<file path="src/rtl/ex_muldiv_unit.sv">
// RV32M multiply/divide beside the ALU: shift-add / restoring shift-subtract, BITS_PER_CYCLE bits per CALC cycle.
// Latency XLEN/BITS_PER_CYCLE+3 from accept to out_valid (2 on early-out cases when MULDIV_EARLY_OUT_EN is defined).
// No output backpressure: out_valid is a one-cycle strobe; out_stall holds decode while an operation is in flight.
module ex_muldiv_unit #(
   parameter int XLEN           = 32,
   parameter int BITS_PER_CYCLE = 1
) (
   input  logic            clk,
   input  logic            rst_n,
   input  logic            in_valid,
   input  logic [2:0]      in_func3,
   input  logic [XLEN-1:0] in_rs1_data,
   input  logic [XLEN-1:0] in_rs2_data,
   input  logic [4:0]      in_rd,
   input  logic            in_flush,
   output logic            out_valid,
   output logic [XLEN-1:0] out_result,
   output logic [4:0]      out_rd,
   output logic            out_busy,
   output logic            out_stall
);

   localparam int STEPS = XLEN / BITS_PER_CYCLE;
   localparam int CW    = $clog2(STEPS + 1);
   localparam logic [XLEN-1:0] MIN_NEG = {1'b1, {(XLEN-1){1'b0}}};

   localparam logic [2:0] F_MUL    = 3'b000;
   localparam logic [2:0] F_MULH   = 3'b001;
   localparam logic [2:0] F_MULHSU = 3'b010;
   localparam logic [2:0] F_DIV    = 3'b100;
   localparam logic [2:0] F_REM    = 3'b110;

   typedef enum logic [2:0] {
      S_IDLE,
      S_PREP,
      S_CALC,
      S_FIX,
      S_DONE
   } state_t;

   state_t state_q, state_d;

   logic [2:0]        func3_q;
   logic [XLEN-1:0]   rs1_q, rs2_q, opb_q;
   logic [4:0]        rd_q;
   logic [2*XLEN-1:0] acc_q, acc_step;
   logic [CW-1:0]     cnt_q;

   logic            is_div, signed1, signed2, neg1, neg2, neg_res;
   logic            div0, ovf;
   logic [XLEN-1:0] abs1, abs2, spec_res, fix_res;

   // Operand decode works off the latched copies, which stay stable for the whole operation.
   always_comb begin
      is_div   = func3_q[2];
      signed1  = (func3_q == F_MULH) || (func3_q == F_MULHSU) ||
                 (func3_q == F_DIV)  || (func3_q == F_REM);
      signed2  = (func3_q == F_MULH) || (func3_q == F_DIV) || (func3_q == F_REM);
      neg1     = signed1 & rs1_q[XLEN-1];
      neg2     = signed2 & rs2_q[XLEN-1];
      abs1     = neg1 ? -rs1_q : rs1_q;
      abs2     = neg2 ? -rs2_q : rs2_q;
      // Remainder sign follows the dividend; every other result takes the product/quotient sign.
      neg_res  = (func3_q[2] & func3_q[1]) ? neg1 : (neg1 ^ neg2);
      div0     = (rs2_q == '0);
      ovf      = ((func3_q == F_DIV) || (func3_q == F_REM)) &&
                 (rs1_q == MIN_NEG) && (rs2_q == '1);
      spec_res = func3_q[1] ? (div0 ? rs1_q : '0) : (div0 ? '1 : MIN_NEG);
   end

`ifdef MULDIV_EARLY_OUT_EN
   logic            early_hit;
   logic [XLEN-1:0] early_res;

   always_comb begin
      early_hit = is_div ? (div0 | ovf) : ((rs1_q == '0) || (rs2_q == '0));
      early_res = is_div ? spec_res : '0;
   end
`endif

   // One CALC cycle: BITS_PER_CYCLE iterations over the {high, low} accumulator.
   // Multiply: multiplier shifts out of the low half, partial sums enter the high half.
   // Divide: {remainder, dividend} shifts left, quotient bits enter at the bottom.
   always_comb begin
      logic [2*XLEN-1:0] step;
      logic [XLEN:0]     upper;
      logic [XLEN:0]     trial;
      step  = acc_q;
      upper = '0;
      trial = '0;
      for (int i = 0; i < BITS_PER_CYCLE; i++) begin
         if (is_div) begin
            trial = step[2*XLEN-1:XLEN-1] - {1'b0, opb_q};
            if (!trial[XLEN])
               step = {trial[XLEN-1:0], step[XLEN-2:0], 1'b1};
            else
               step = {step[2*XLEN-2:0], 1'b0};
         end else begin
            upper = {1'b0, step[2*XLEN-1:XLEN]} + (step[0] ? {1'b0, opb_q} : '0);
            step  = {upper, step[XLEN-1:1]};
         end
      end
      acc_step = step;
   end

   always_comb begin
      logic [2*XLEN-1:0] prod;
      logic [XLEN-1:0]   sel;
      prod    = neg_res ? -acc_q : acc_q;
      sel     = func3_q[1] ? acc_q[2*XLEN-1:XLEN] : acc_q[XLEN-1:0];
      fix_res = '0;
      if (!is_div)
         fix_res = (func3_q == F_MUL) ? prod[XLEN-1:0] : prod[2*XLEN-1:XLEN];
      else if (div0 || ovf)
         fix_res = spec_res;
      else
         fix_res = neg_res ? -sel : sel;
   end

   always_ff @(posedge clk or negedge rst_n) begin
      if (!rst_n) state_q <= S_IDLE;
      else        state_q <= state_d;
   end

   always_comb begin
      state_d = state_q;
      unique case (state_q)
         S_IDLE: if (in_valid && !in_flush) state_d = S_PREP;
         S_PREP: begin
            if (in_flush)
               state_d = S_IDLE;
`ifdef MULDIV_EARLY_OUT_EN
            else if (early_hit)
               state_d = S_DONE;
`endif
            else
               state_d = S_CALC;
         end
         S_CALC: begin
            if (in_flush)               state_d = S_IDLE;
            else if (cnt_q == CW'(1))   state_d = S_FIX;
         end
         S_FIX:  state_d = in_flush ? S_IDLE : S_DONE;
         S_DONE: state_d = S_IDLE;
         default: state_d = S_IDLE;
      endcase
   end

   always_ff @(posedge clk or negedge rst_n) begin
      if (!rst_n) begin
         func3_q    <= '0;
         rs1_q      <= '0;
         rs2_q      <= '0;
         rd_q       <= '0;
         opb_q      <= '0;
         acc_q      <= '0;
         cnt_q      <= '0;
         out_result <= '0;
         out_rd     <= '0;
      end else begin
         unique case (state_q)
            S_IDLE: begin
               if (in_valid && !in_flush) begin
                  func3_q <= in_func3;
                  rs1_q   <= in_rs1_data;
                  rs2_q   <= in_rs2_data;
                  rd_q    <= in_rd;
               end
            end
            S_PREP: begin
               opb_q <= abs2;
               acc_q <= {{XLEN{1'b0}}, abs1};
               cnt_q <= CW'(STEPS);
`ifdef MULDIV_EARLY_OUT_EN
               if (!in_flush && early_hit) begin
                  out_result <= early_res;
                  out_rd     <= rd_q;
               end
`endif
            end
            S_CALC: begin
               acc_q <= acc_step;
               cnt_q <= cnt_q - CW'(1);
            end
            S_FIX: begin
               // A flushed operation leaves the previous result visible.
               if (!in_flush) begin
                  out_result <= fix_res;
                  out_rd     <= rd_q;
               end
            end
            default: ;
         endcase
      end
   end

   assign out_valid = (state_q == S_DONE);
   assign out_busy  = (state_q != S_IDLE);
   assign out_stall = ((state_q == S_IDLE) & in_valid & ~in_flush) |
                      (out_busy & (state_q != S_DONE));

endmodule

</file>
<file path="config.mk">
export PLATFORM = sky130hd
export DESIGN_NAME = ex_muldiv_unit
export DESIGN_NICKNAME = d
export VERILOG_FILES = /design/src/rtl/ex_muldiv_unit.sv
export SDC_FILE = /design/constraint.sdc
export NUM_CORES = 1
export LEC_CHECK = 0
export BUFFER_PORTS_ARGS = -buffer_cell sky130_fd_sc_hd__clkbuf_2
export CORE_ASPECT_RATIO = 2
export CORE_MARGIN = 5
export CORE_UTILIZATION = 40
export CTS_CLUSTER_SIZE = 10
export DETAILED_ROUTE_END_ITERATION = 6
export PLACE_DENSITY = 0.54
export SYNTH_ARGS = -nofsm -noshare
export SYNTH_HDL_FRONTEND = slang
export SYNTH_SLANG_ARGS = --single-unit
export TNS_END_PERCENT = 20
</file>
<file path="constraint.sdc">
create_clock -name clk -period 5.6 [get_ports clk]
set_input_delay 1.4 -clock clk [delete_from_list [all_inputs] [get_ports clk]]
set_output_delay 1.4 -clock clk [all_outputs]
set_load 0.1 [all_outputs]
</file>
; After elaboration in Yosys (flattened, before gate mapping)
; Index checks and enable logic that the tools add are counted.
[word_totals]
register_bits = 214
input_bits = 76
output_inout_bits = 40
wordCells = 82
[op_classes]
add_sub_neg = 7
n_eq_ne = 14
muxes = 23
n_bitwise = 9
reduce_logical = 19
[ops]
columns = op, n
row1 = two-way mux 32 bit, 10
row2 = two-way mux 64 bit, 3
row3 = one-hot mux 64 bit (2 select lines), 1
row4 = negation 32 bit, 3
row5 = equality test 32 bit (second input constant), 2
row6 = negation 64 bit, 1
row7 = adder 32 x 32 -> 33 bit, 1
row8 = subtractor 33 x 32 -> 33 bit, 1
row9 = zero test 32 bit, 1
row10 = two-way mux 31 bit, 1
row11 = two-way mux 3 bit, 4
row12 = one-hot mux 3 bit (4 select lines), 1
row13 = one-hot mux 6 bit (2 select lines), 1
row14 = equality test 3 x 2 -> 1 bit (second input constant), 3
row15 = equality test 3 bit (second input constant), 3
row16 = logical OR 1 bit, 7
row17 = AND 1 bit, 6
row18 = equality test 3 x 1 -> 1 bit (second input constant), 2
row19 = equality test 6 x 1 -> 1 bit (second input constant), 1
row20 = zero test 3 bit, 2
row21 = inequality test 3 bit (second input constant), 2
row22 = AND reduction 2 bit, 3
row23 = subtractor 6 x 1 -> 6 bit (second input constant), 1
row24 = logical AND 1 bit, 3
row25 = 9 further kinds, 9

; Logic depth before layout (Yosys ltp)
; Gate-level depths: netlist (run 1).
[logic_depth]
depth_word = 10
ltp_mapped = 16
mapped_depth_nobuf = 13

; Least setup slack after synthesis (run 1)
; No wires, ideal clock.
[synth_timing]
path_type = reg-to-reg
from = register func3_q[1]
to = register out_result[28]
setup_time_ns = 0.121
arrival_ns = 4.076
required_time_ns = 5.479
path_slack_ns = 1.403
stages_incl_launch_ff = 17
n_path_buf = 6
period_less_slack_ns = 4.197
path_cell_list = dfrtp_1 buf_2 buf_4 buf_6 clkbuf_1 buf_1 buf_1 mux2i_1 ha_1 o221a_2 nand4b_1 nand4b_1 or4_1 o31ai_1 xnor2_1 nor2_1 o22a_1
[synth_between]
elab_chain_cells = 10
word_cells_on_any_way = 27
cone_classes = 1 x add/sub / 4 x eq/ne / 8 x mux / 4 x bitwise / 10 x reduce/logical
[synth_lines]
columns = item, line_no
row1 = from (decl), 43  ; logic [2:0] func3_q;
row2 = from (signal assigned), 164  ; func3_q <= in_func3;
row3 = branches (longest 9 deep; another with negation 32 bit), --
row4 = two-way mux 32 bit (*), 112  ; if (!is_div)
row5 = to (signal assigned), 188  ; out_result <= fix_res;
row6 = to (decl), 17  ; output logic [XLEN-1:0] out_result,
; Mark *: on every way between the ends.
; A chain may end at the register's enable or synchronous reset.

; Worst setup path after layout (run 1)
[layout_timing]
from = register acc_q[0]
to = register acc_q[63]
[layout_between]
elab_chain_cells = 4
[layout_lines]
columns = item, line_no
row1 = from (decl), 46  ; logic [2*XLEN-1:0] acc_q, acc_step;
row2 = from (signal assigned), 172  ; acc_q <= {{XLEN{1'b0}}, abs1};
row3 = from (signal assigned), 182  ; acc_q <= acc_step;
row4 = two-way mux 32 bit, 99  ; upper = {1'b0, step[2*XLEN-1:XLEN]} + (step[0] ? {1'b0, opb_q} : '0);
row5 = adder 32 x 32 -> 33 bit, 99
row6 = two-way mux 64 bit, 92  ; if (is_div) begin
row7 = one-hot mux 64 bit (2 select lines), 161  ; unique case (state_q)
; Every way passes these cells.

==> run metrics, run 1 <==
Net Sw Frac 55.0%; CP required 6.05 ns; Final Hold Fails 0; final wirelength 69,100 um; clock latency on the worst-skew pair 0.57 ns; crit share post-route roughly three quarters; vias in the first global route around 18,000; pin count of the biggest net entering global routing 100; Mapped Cells approximately 2,200; worst clock skew 0.0150 ns; endpoint type of the worst setup path flop; post-route cell area about 19,000 um^2; CP peak stage delay 0.74 ns; Worst Hold Class flop to flop; Crit-path slowest cell a221oi_1; PwrDens about 660 nW/um^2; # resized after CTS 0; IO Pins 116; die area just under 50,000 um^2; layout cells sized above 1 13.7%; Ant. Diodes 0; clock network fraction of design power between 10% and 20%; DRC 0; Psw 7060 uW; area grow syn2layout 9.12%; DP Area 18,700 um^2; pre-CTS setup slack 1.49 ns; CP delay by family, top compound AO/OA/AOI/OAI gates; worst setup path category flop to flop; GPL Wtd Cong 0.965; ys async rst share 100%; Overflow after GRT 0; DR vias around 17,000; worst-path fanout max 33; DP Wirelength 52,000 um; most frequent cells in the layout dfrtp_1, o21ai_0, nand2_1; CTS Hold Buffers Added 0; final setup margin 1.38 ns; CP startpoint kind flop; fill cell instance count of the final layout approximately 4,500; Yosys top cell by area dfrtp_1; # setup viols final 0; Longest Clk Path Bufs 3; Antenna Nets Post-Route 0; Netlist cell types 84; Max-Slew Margin vs Limit between 20 and 30%; clk root buf clkbuf_16; RSZ-0062 raised after global routing false; Yosys reg bits roughly 210; WL per Instance around 25 um; chip height 308 um; CTS buffer count 26; Most used DFF post-synth dfrtp_1; sequential share of power 25.7%; Final Slew Violations 0; area of the multi-input gates 11,500 um^2; setup tns final 0 ns; register area share after synthesis 30.1%; most common cell after layout, fill and taps aside dfrtp_1; leak pwr 0.00818 uW; Post-synth EDFFs 0; H-tree levels 1; TritonRoute pass-1 iters 6; Yosys warning count 0; CTS tree built; Pint 5780 uW; Tightest Pin Transition 1.06 ns; Tot Pwr around 13,000 uW; Clock Pin Slew Worst Setup and Hold Paths about 0.060 ns; Max Fclk 0.237 GHz; area fraction of the dominant cell type after synthesis between 30% and 40%; Cell Chain, Critical Path inv_1, buf_4, nor2_1, ha_1, a21oi_1, o21ai_0, a21oi_1, o21ai_0, a41o_1, a221oi_1, nor2_1, o41ai_1, a2bb2oi_1; # nets final 2,340; Comb power frac 61.9%; core area ~44,000 um^2; worst path bufs/invs 2; post-CTS setup buffer count 0; Final min period 4.22 ns; via/cell ratio ~6.3; Port Buffer Count 115; syn_nets 2,323; row count 109; Reg area 5360 um^2; status complete, no violations; first-pass GRT wire length 105,000 um; syn avg cell area 8.18 um^2; initial drt markers 1,094; antenna violations before repair 0; synth top area cells dfrtp_1, o21ai_0, ha_1; maximum resistive drop on vdd 0.426 mV; mapped cell area 17,800 um^2; max-cap violations 0; Initial Utilization about two fifths; Die Width 159 um; Worst EP arrival about 4.7 ns; gr usage total between 20% and 30%; Sink Count between 200 and 250
tightest hold or removal path: cells and delay by family, from the launching register on:
family | cells | cell delay (ns)
AND/OR/NAND/NOR | 2 | 0.10
flip-flops | 1 | 0.34
cell families after synthesis:
family | synth area share [%]
flops | 30.1
xor+xnor | 7.74
mux | 9.25
compound gates | 23.4
fa+ha+maj | 5.22
simple gates | 18.7
buf+inv | 5.61
worst paths after layout:
path                          start   endpoint  slack, ns  cells after the start
min in group asynchronous     rst_n  rs1_q[28]       0.82                      1
hold / removal              rd_q[1]  out_rd[1]       0.45                      2
setup / recovery           acc_q[0]  acc_q[63]       1.38                     13
max in group asynchronous     rst_n  acc_q[41]       3.70                      2
hold reg to reg             rd_q[1]  out_rd[1]       0.45                      2
setup reg to reg           acc_q[0]  acc_q[63]       1.38                     13
metrics by stage:
stage | hold slack [ns] | utilization [%] | cells
floorplan | 0.433 | - | 2174
global placement | 0.437 | 42.3 | 2718
detailed placement | 0.452 | 42.3 | 2718
CTS | 0.457 | 44.0 | 2752
global route | 0.494 | 44.0 | 2752
finish | 0.453 | 44.0 | 2752
registers in the layout, summed over array words and instances, names as in the netlist:
name / count
opb_q: 32
func3_q: 3
acc_q: 64
rs1_q: 32
cnt_q: 6
rs2_q: 32
rd_q: 5
state_q: 3
out_rd: 5
out_result: 32
synth_stat cells (9+ instances only):
library cell	number
a211oi_1	15
a21o_1	20
a21oi_1	153
a221oi_1	14
a22oi_1	14
a31oi_1	28
and3_1	12
buf_1	15
buf_2	10
buf_6	10
clkbuf_1	119
dfrtp_1	214
ha_1	71
inv_1	64
mux2_2	74
mux2i_1	81
nand2_1	205
nand2b_1	13
nand3_1	41
nand4_1	25
nor2_1	191
nor2b_1	14
nor3_1	74
nor3b_1	9
nor4_1	24
o211ai_1	46
o21a_1	15
o21ai_0	210
o21bai_1	11
o31ai_1	28
o41ai_1	11
or3_1	19
or4_1	12
xnor2_1	95
xor2_1	62
cell type report:
class / count / share of cell area, %
multi-input combinational: 1728 / 59.1
sequential: 214 / 27.6
tap: 555 / 3.58
clock buffer: 31 / 3.61
inverter: 67 / 1.30
timing repair buffer: 154 / 4.59
clock inverter: 3 / 0.226
metal layers:
layer	track usage [%]	share of wire (%)
met1	27.5	34
met2	48.4	50
met3	2.77	4.0
met4	24.5	11
met5	0	0
power by group through the flow:
stage	logic (uW)	clock network, uW	registers (uW)
6_report	7950	1590	3300
2_1_floorplan	5470	0	3370
4_1_cts	7910	1630	3270
5_1_grt	8590	1670	3380
3_3_place_gp	7840	0	3290
3_5_place_dp	7870	0	3300
Note: power is estimated with default switching activity, not from simulation.
==> run 2, diff against run 1 <==
PLACE_DENSITY = 0.56   (was 0.54)
clock period = 3.8 ns   (was 5.6 ns; I/O delays follow)
==> run 2 against run 1 <==
  * Hold slack lost 0.049 ns
  * Cell count up 3.1%
  * Clock skew rose by 0.011 ns
  * Clock power increased by 38%
  * Global-route usage is 0.20 points lower
  * First-iteration DRC count up 47%
  * Core utilization increased by 1.4 points
  * Final area increased by 3.3%
  * Via count rose by 1.6%
  * Critical endpoint unchanged
==> run metrics, run 2 (same netlist as run 1, synthesis figures left out) <==
status complete, no violations (unchanged); Crit-path slowest cell o41ai_1 (was a221oi_1); most common cell after layout, fill and taps aside dfrtp_1 (unchanged); CP required 4.24 ns (was 6.05 ns); Tot Pwr 19,200 uW (was 12,800 uW); endpoint type of the worst setup path flop (unchanged); layout cells sized above 1 16.9% (was 13.7%); antenna violations before repair 0 (unchanged); # nets final 2,426 (was 2,340); # setup viols final 0 (unchanged); Pint 8860 uW (was 5780 uW); Cell Chain, Critical Path clkinvlp_4, buf_4, nor2_1, ha_1, a21oi_1, o21ai_0, a41oi_1, o21ai_0, a41o_1, a221oi_1, buf_4, nor2_1, o41ai_1, a2bb2oi_1 (was inv_1, buf_4, nor2_1, ha_1, a21oi_1, o21ai_0, a21oi_1, o21ai_0, a41o_1, a221oi_1, nor2_1, o41ai_1, a2bb2oi_1); core area 44,100 um^2 (unchanged); Max Fclk 0.282 GHz (was 0.237 GHz); via/cell ratio 6.17 (was 6.26); gr usage total 26.9% (was 27.1%); Die Width 159 um (unchanged); Comb power frac 65.7% (was 61.9%); clock latency on the worst-skew pair 0.57 ns (about the same); Sink Count 214 (unchanged); leak pwr 0.00859 uW (was 0.00818 uW); DR vias 17,500 (was 17,200); CP startpoint acc_q[0] (unchanged); chip height 308 um (unchanged); RR Startpoint acc_q[0] (unchanged); PwrDens 958 nW/um^2 (was 662 nW/um^2); final setup margin 0.251 ns (was 1.38 ns); initial drt markers 1,613 (was 1,094); Worst EP arrival 3.98 ns (was 4.66 ns); Worst Hold Class primary input to asynchronous set/reset pin (was flop to flop); CTS buffer count 25 (was 26); sequential share of power 22.9% (was 25.7%); Layout Utilization 45.5% (was 44.0%); maximum resistive drop on vdd 0.537 mV (was 0.426 mV); pin count of the biggest net entering global routing 89 (was 100); Final min period 3.55 ns (was 4.22 ns); max reg flops 64 (unchanged); final wirelength 68,300 um (was 69,100 um); TritonRoute pass-1 iters 6 (unchanged); Antenna Nets Post-Route 0 (unchanged); clock network fraction of design power 11.4% (was 12.3%); H-tree levels 1 (unchanged); DP Area 19,300 um^2 (was 18,700 um^2); area grow syn2layout 12.7% (was 9.12%); CP startpoint kind flop (unchanged); DP Wirelength 53,100 um (was 52,000 um); Max-Slew Margin vs Limit 17.2% (was 29.1%); CTS tree built (unchanged); reg-to-reg slack, setup 0.25 ns (was 1.38 ns); Overflow after GRT 0 (unchanged); die area 49,000 um^2 (unchanged); crit share post-route 93.4% (was 75.3%); GPL Wtd Cong 0.998 (was 0.965); most frequent cells in the layout dfrtp_1, o21ai_0, nand2_1 (unchanged); Ant. Diodes 0 (unchanged); Longest Clk Path Bufs 3 (unchanged); pre-CTS setup slack 0.230 ns (was 1.49 ns); DRC 0 (unchanged); Clock Pin Slew Worst Setup and Hold Paths 0.06 ns (about the same); RSZ-0062 raised after global routing false (unchanged); Psw 10,300 uW (was 7060 uW); IO Pins 116 (unchanged); post-route cell area 20,000 um^2 (was 19,400 um^2); CTS Hold Buffers Added 0 (unchanged); Biggest register acc_q (unchanged); clk root buf clkbuf_16 (unchanged); row count 109 (unchanged); Port Buffer Count 115 (unchanged); worst setup path category flop to flop (unchanged); max-cap violations 0 (unchanged); setup tns final 0 ns (unchanged); Final Hold Fails 0 (unchanged); Final Slew Violations 0 (unchanged); CP peak stage delay 0.42 ns (was 0.74 ns); first-pass GRT wire length 104,000 um (was 105,000 um); Tightest Pin Transition 1.24 ns (was 1.06 ns); worst-path fanout max 13 (was 33); fill cell instance count of the final layout 4,439 (was 4,548); WL per Instance 24.1 um (was 25.1 um); vias in the first global route 17,900 (was 17,600); Initial Utilization 40.3% (unchanged); worst clock skew 0.0259 ns (was 0.0150 ns); Net Sw Frac 53.8% (was 55.0%)
run 2: cell count changes in the layout (fill, tap and decap cells not counted), moves of 2 or more:
| cell | before | now |
|---|---|---|
| a2111oi_0 | 5 | 3 |
| a2111oi_1 | 0 | 2 |
| buf_12 | 1 | 5 |
| buf_4 | 38 | 122 |
| clkbuf_1 | 2 | 5 |
| clkbuf_8 | 3 | 0 |
run 2: repair_timing:
item                       4_1_cts  5_1_grt
setup endpoints to repair        0        2
setup buffers                    0        0
resized for setup                0        5
run 2: metal layers:
| metal | vias to the layer above | part of all wire [%] | global-route usage [%] |
|---|---|---|---|
| met5 | - | 0 | 0 |
| met4 | 0 | 10 | 21.8 |
| met3 | 224 | 4.1 | 2.03 |
| met2 | 646 | 51 | 50.1 |
| met1 | 8510 | 34 | 27.1 |
| li1 | 8137 | - | - |
run 2: per-stage QoR:
step,hold slack (ns),cells
global route,0.462,2837
CTS,0.425,2837
finish,0.404,2837
global placement,0.446,2805
detailed placement,0.449,2805
floorplan,0.433,2174
run 2: worst max-delay path, delay by kind of cell, from the launching register on:
family          cells  cell delay (ns)
fa+ha+maj           1             0.32
compound gates      8             1.79
simple gates        2             0.18
buf+inv             3             0.72
flops               1             0.40
run 2: final timing paths:
path,end,cells past startpoint
max,acc_q[63],14
min,rd_q[3],1
max reg2reg,acc_q[63],14
min reg2reg,out_rd[4],2
max in group asynchronous,acc_q[26],2
min in group clk,out_rd[4],2
run 2: area by class of cell:
| cell class | instances | area [um^2] | area share (%) |
|---|---|---|---|
| clock buffers | 30 | 644 | 3.22 |
| clock inverters | 2 | 25.0 | 0.125 |
| inverters | 67 | 255 | 1.27 |
| multi-input cells | 1728 | 11500 | 57.2 |
| flip-flops and latches | 214 | 5360 | 26.7 |
| well taps | 555 | 694 | 3.47 |
| repair buffers | 241 | 1600 | 7.97 |
run 2: power by group through the flow:
| stage | Sequential, uW | Combinational [uW] | Clock (uW) |
|---|---|---|---|
| 6_report | 4400 | 12600 | 2190 |
| 5_1_grt | 4530 | 13600 | 2320 |
| 4_1_cts | 4380 | 12500 | 2260 |
| 3_5_place_dp | 4410 | 12400 | 0 |
| 3_3_place_gp | 4390 | 12300 | 0 |
| 2_1_floorplan | 4960 | 8070 | 0 |
==> run 3, diff against run 2 <==
CORE_UTILIZATION = 45   (was 40)
PLACE_DENSITY = 0.59   (was 0.56)
clock period = 3.3 ns   (was 3.8 ns; I/O delays follow)
==> run 3 against run 2 <==
  * Critical path type unchanged
  * Power grew 25%
  * Highest routed layer unchanged
  * Clock power grew 21%
  * Register-to-register slack lost 0.21 ns
==> run metrics, run 3 (same netlist as run 1, synthesis figures left out) <==
Worst Hold Class primary input to asynchronous set/reset pin (unchanged); final wirelength 72,900 um (was 68,300 um); most frequent cells in the layout buf_4, dfrtp_1, nand2_1, o21ai_0, nor2_1 (was dfrtp_1, o21ai_0, nand2_1); maximum resistive drop on vdd 0.586 mV (was 0.537 mV); clock latency on the worst-skew pair 0.58 ns (was 0.57 ns); antenna violations before repair 0 (unchanged); status complete, no violations (unchanged); CTS buffer count 26 (was 25); CTS Hold Buffers Added 0 (unchanged); pre-CTS setup slack -0.203 ns (was 0.230 ns); CP required 3.72 ns (was 4.24 ns); RSZ-0062 raised after global routing true (was false); WHS 0.210 ns (was 0.404 ns); row count 103 (was 109); DRC 0 (unchanged); PwrDens 1120 nW/um^2 (was 958 nW/um^2); Antenna Nets Post-Route 0 (unchanged); Worst R2R Path Depth 13 (was 14); leak pwr 0.00943 uW (was 0.00859 uW); clk root buf clkbuf_16 (unchanged); Cell Chain, Critical Path buf_4, ha_1, fa_2, nand2b_1, a21o_1, a21o_1, a211oi_4, nor3_4, or3_4, nand2_4, buf_12, mux2i_1, o221ai_1 (was clkinvlp_4, buf_4, nor2_1, ha_1, a21oi_1, o21ai_0, a41oi_1, o21ai_0, a41o_1, a221oi_1, buf_4, nor2_1, o41ai_1, a2bb2oi_1); worst setup path category flop to flop (unchanged); crit share post-route 98.7% (was 93.4%); WP depth 13 (was 14); Final Slew Violations 0 (unchanged); area grow syn2layout 21.1% (was 12.7%); post-route cell area 21,500 um^2 (was 20,000 um^2); Max Fclk 0.307 GHz (was 0.282 GHz); IO Pins 116 (unchanged); endpoint type of the worst setup path flop (unchanged); cell mode on critical path a21o_1; Clock Pin Slew Worst Setup and Hold Paths 0.06 ns (about the same); worst clock skew 0.0285 ns (was 0.0259 ns); gr usage total 32.9% (was 26.9%); DP Area 20,400 um^2 (was 19,300 um^2); max reg flops 64 (unchanged); via/cell ratio 6.19 (was 6.17); most common cell after layout, fill and taps aside buf_4 (was dfrtp_1); Worst EP arrival 3.68 ns (was 3.98 ns); Longest Clk Path Bufs 3 (unchanged); Tightest Pin Transition 0.953 ns (was 1.24 ns); initial drt markers 1,312 (was 1,613); die area 43,800 um^2 (was 49,000 um^2); # setup viols final 0 (unchanged); CP startpoint kind flop (unchanged); Die Width 151 um (was 159 um); Ant. Diodes 0 (unchanged); TritonRoute pass-1 iters 5 (was 6); H-tree levels 1 (unchanged); Biggest register acc_q (unchanged); pin count of the biggest net entering global routing 73 (was 89); worst-path fanout max 9 (was 13); DP Wirelength 56,900 um (was 53,100 um); Final Hold Fails 0 (unchanged); final setup margin 0.0430 ns (was 0.251 ns); Max-Slew Margin vs Limit 36.5% (was 17.2%); # nets final 2,570 (was 2,426); Crit-path slowest cell dfrtp_1 (was o41ai_1); vias in the first global route 18,900 (was 17,900); CTS tree built (unchanged); max-cap violations 0 (unchanged); Overflow after GRT 0 (unchanged); chip height 291 um (was 308 um); worst path bufs/invs 2 (was 3); GPL Wtd Cong 1.02 (was 0.998); dpl cells 2,909 (was 2,805); layout cells sized above 1 23.5% (was 16.9%); WL per Instance 24.7 um (was 24.1 um); Sink Count 214 (unchanged); first-pass GRT wire length 110,000 um (was 104,000 um); CP peak stage delay 0.38 ns (was 0.42 ns); Initial Utilization 45.2% (was 40.3%); Post-Layout Cell Count 2,952 (was 2,837); DR vias 18,300 (was 17,500); Final min period 3.26 ns (was 3.55 ns); CP delay by family, top compound AO/OA/AOI/OAI gates (unchanged); Tot Pwr 24,000 uW (was 19,200 uW); Port Buffer Count 115 (unchanged); core area 39,300 um^2 (was 44,100 um^2)
-- run 3: cell count changes in the layout (fill, tap and decap cells not counted), sizes merged --
cell	previous run	this run
clkinvlp	1	0
inv	64	65
buf	128	270
clkbuf	143	145
clkinv	4	5
-- run 3: timing repair --
action	4_1_cts	5_1_grt
setup buffers	5	3
pin swaps	4	12
gates cloned	0	1
endpoints found under the setup margin	27	47
gates resized for setup	18	43
-- run 3: power by group --
part           total [uW]  switching (uW)  internal (uW)
Sequential           4720            1110           3600
Clock                2650            1170           1480
Combinational       16700           10300           6390
-- run 3: worst register-to-register path, delay by kind of cell, from the launching register on --
family / cells / cell delay [ns]
compound gates: 4 / 0.86
buf+inv: 2 / 0.29
simple gates: 4 / 0.77
mux: 1 / 0.22
fa+ha+maj: 2 / 0.58
flops: 1 / 0.38
-- run 3: layout make-up --
cell class | instances | area [um^2]
clock buffer | 31 | 699
clock inverter | 3 | 43.8
fill | 3798 | 17800
inverter | 67 | 251
multi-input combinational | 1728 | 11700
sequential | 214 | 5360
tap | 525 | 657
timing repair buffer | 384 | 2820
-- run 3: layer usage --
metal / up-vias / track usage [%] / part of all wire, %
li1: 8420 / - / -
met1: 8832 / 33.5 / 33
met2: 728 / 59.8 / 53
met3: 307 / 3.33 / 4.2
met4: 0 / 25.2 / 9.3
met5: - / 0 / 0
-- run 3: path summary, 6_finish.rpt --
kind | start | endpoint | slack, ns
max | opb_q[0] | acc_q[51] | 0.04
max in group asynchronous | rst_n | rs1_q[3] | 2.30
min | rst_n | rs2_q[2] | 0.21
min in group clk | in_flush | state_q[1] | 0.45
min reg2reg | rd_q[4] | out_rd[4] | 0.46
max reg2reg | opb_q[0] | acc_q[51] | 0.04
-- run 3: stage by stage --
stage | TNS, ns | util [%]
after detailed placement | -1.10 | 52.0
after floorplan | -0.0359 | -
after CTS | 0 | 54.2
after global placement | -0.531 | 52.0
after global routing | -0.407 | 54.8
final | 0 | 54.8
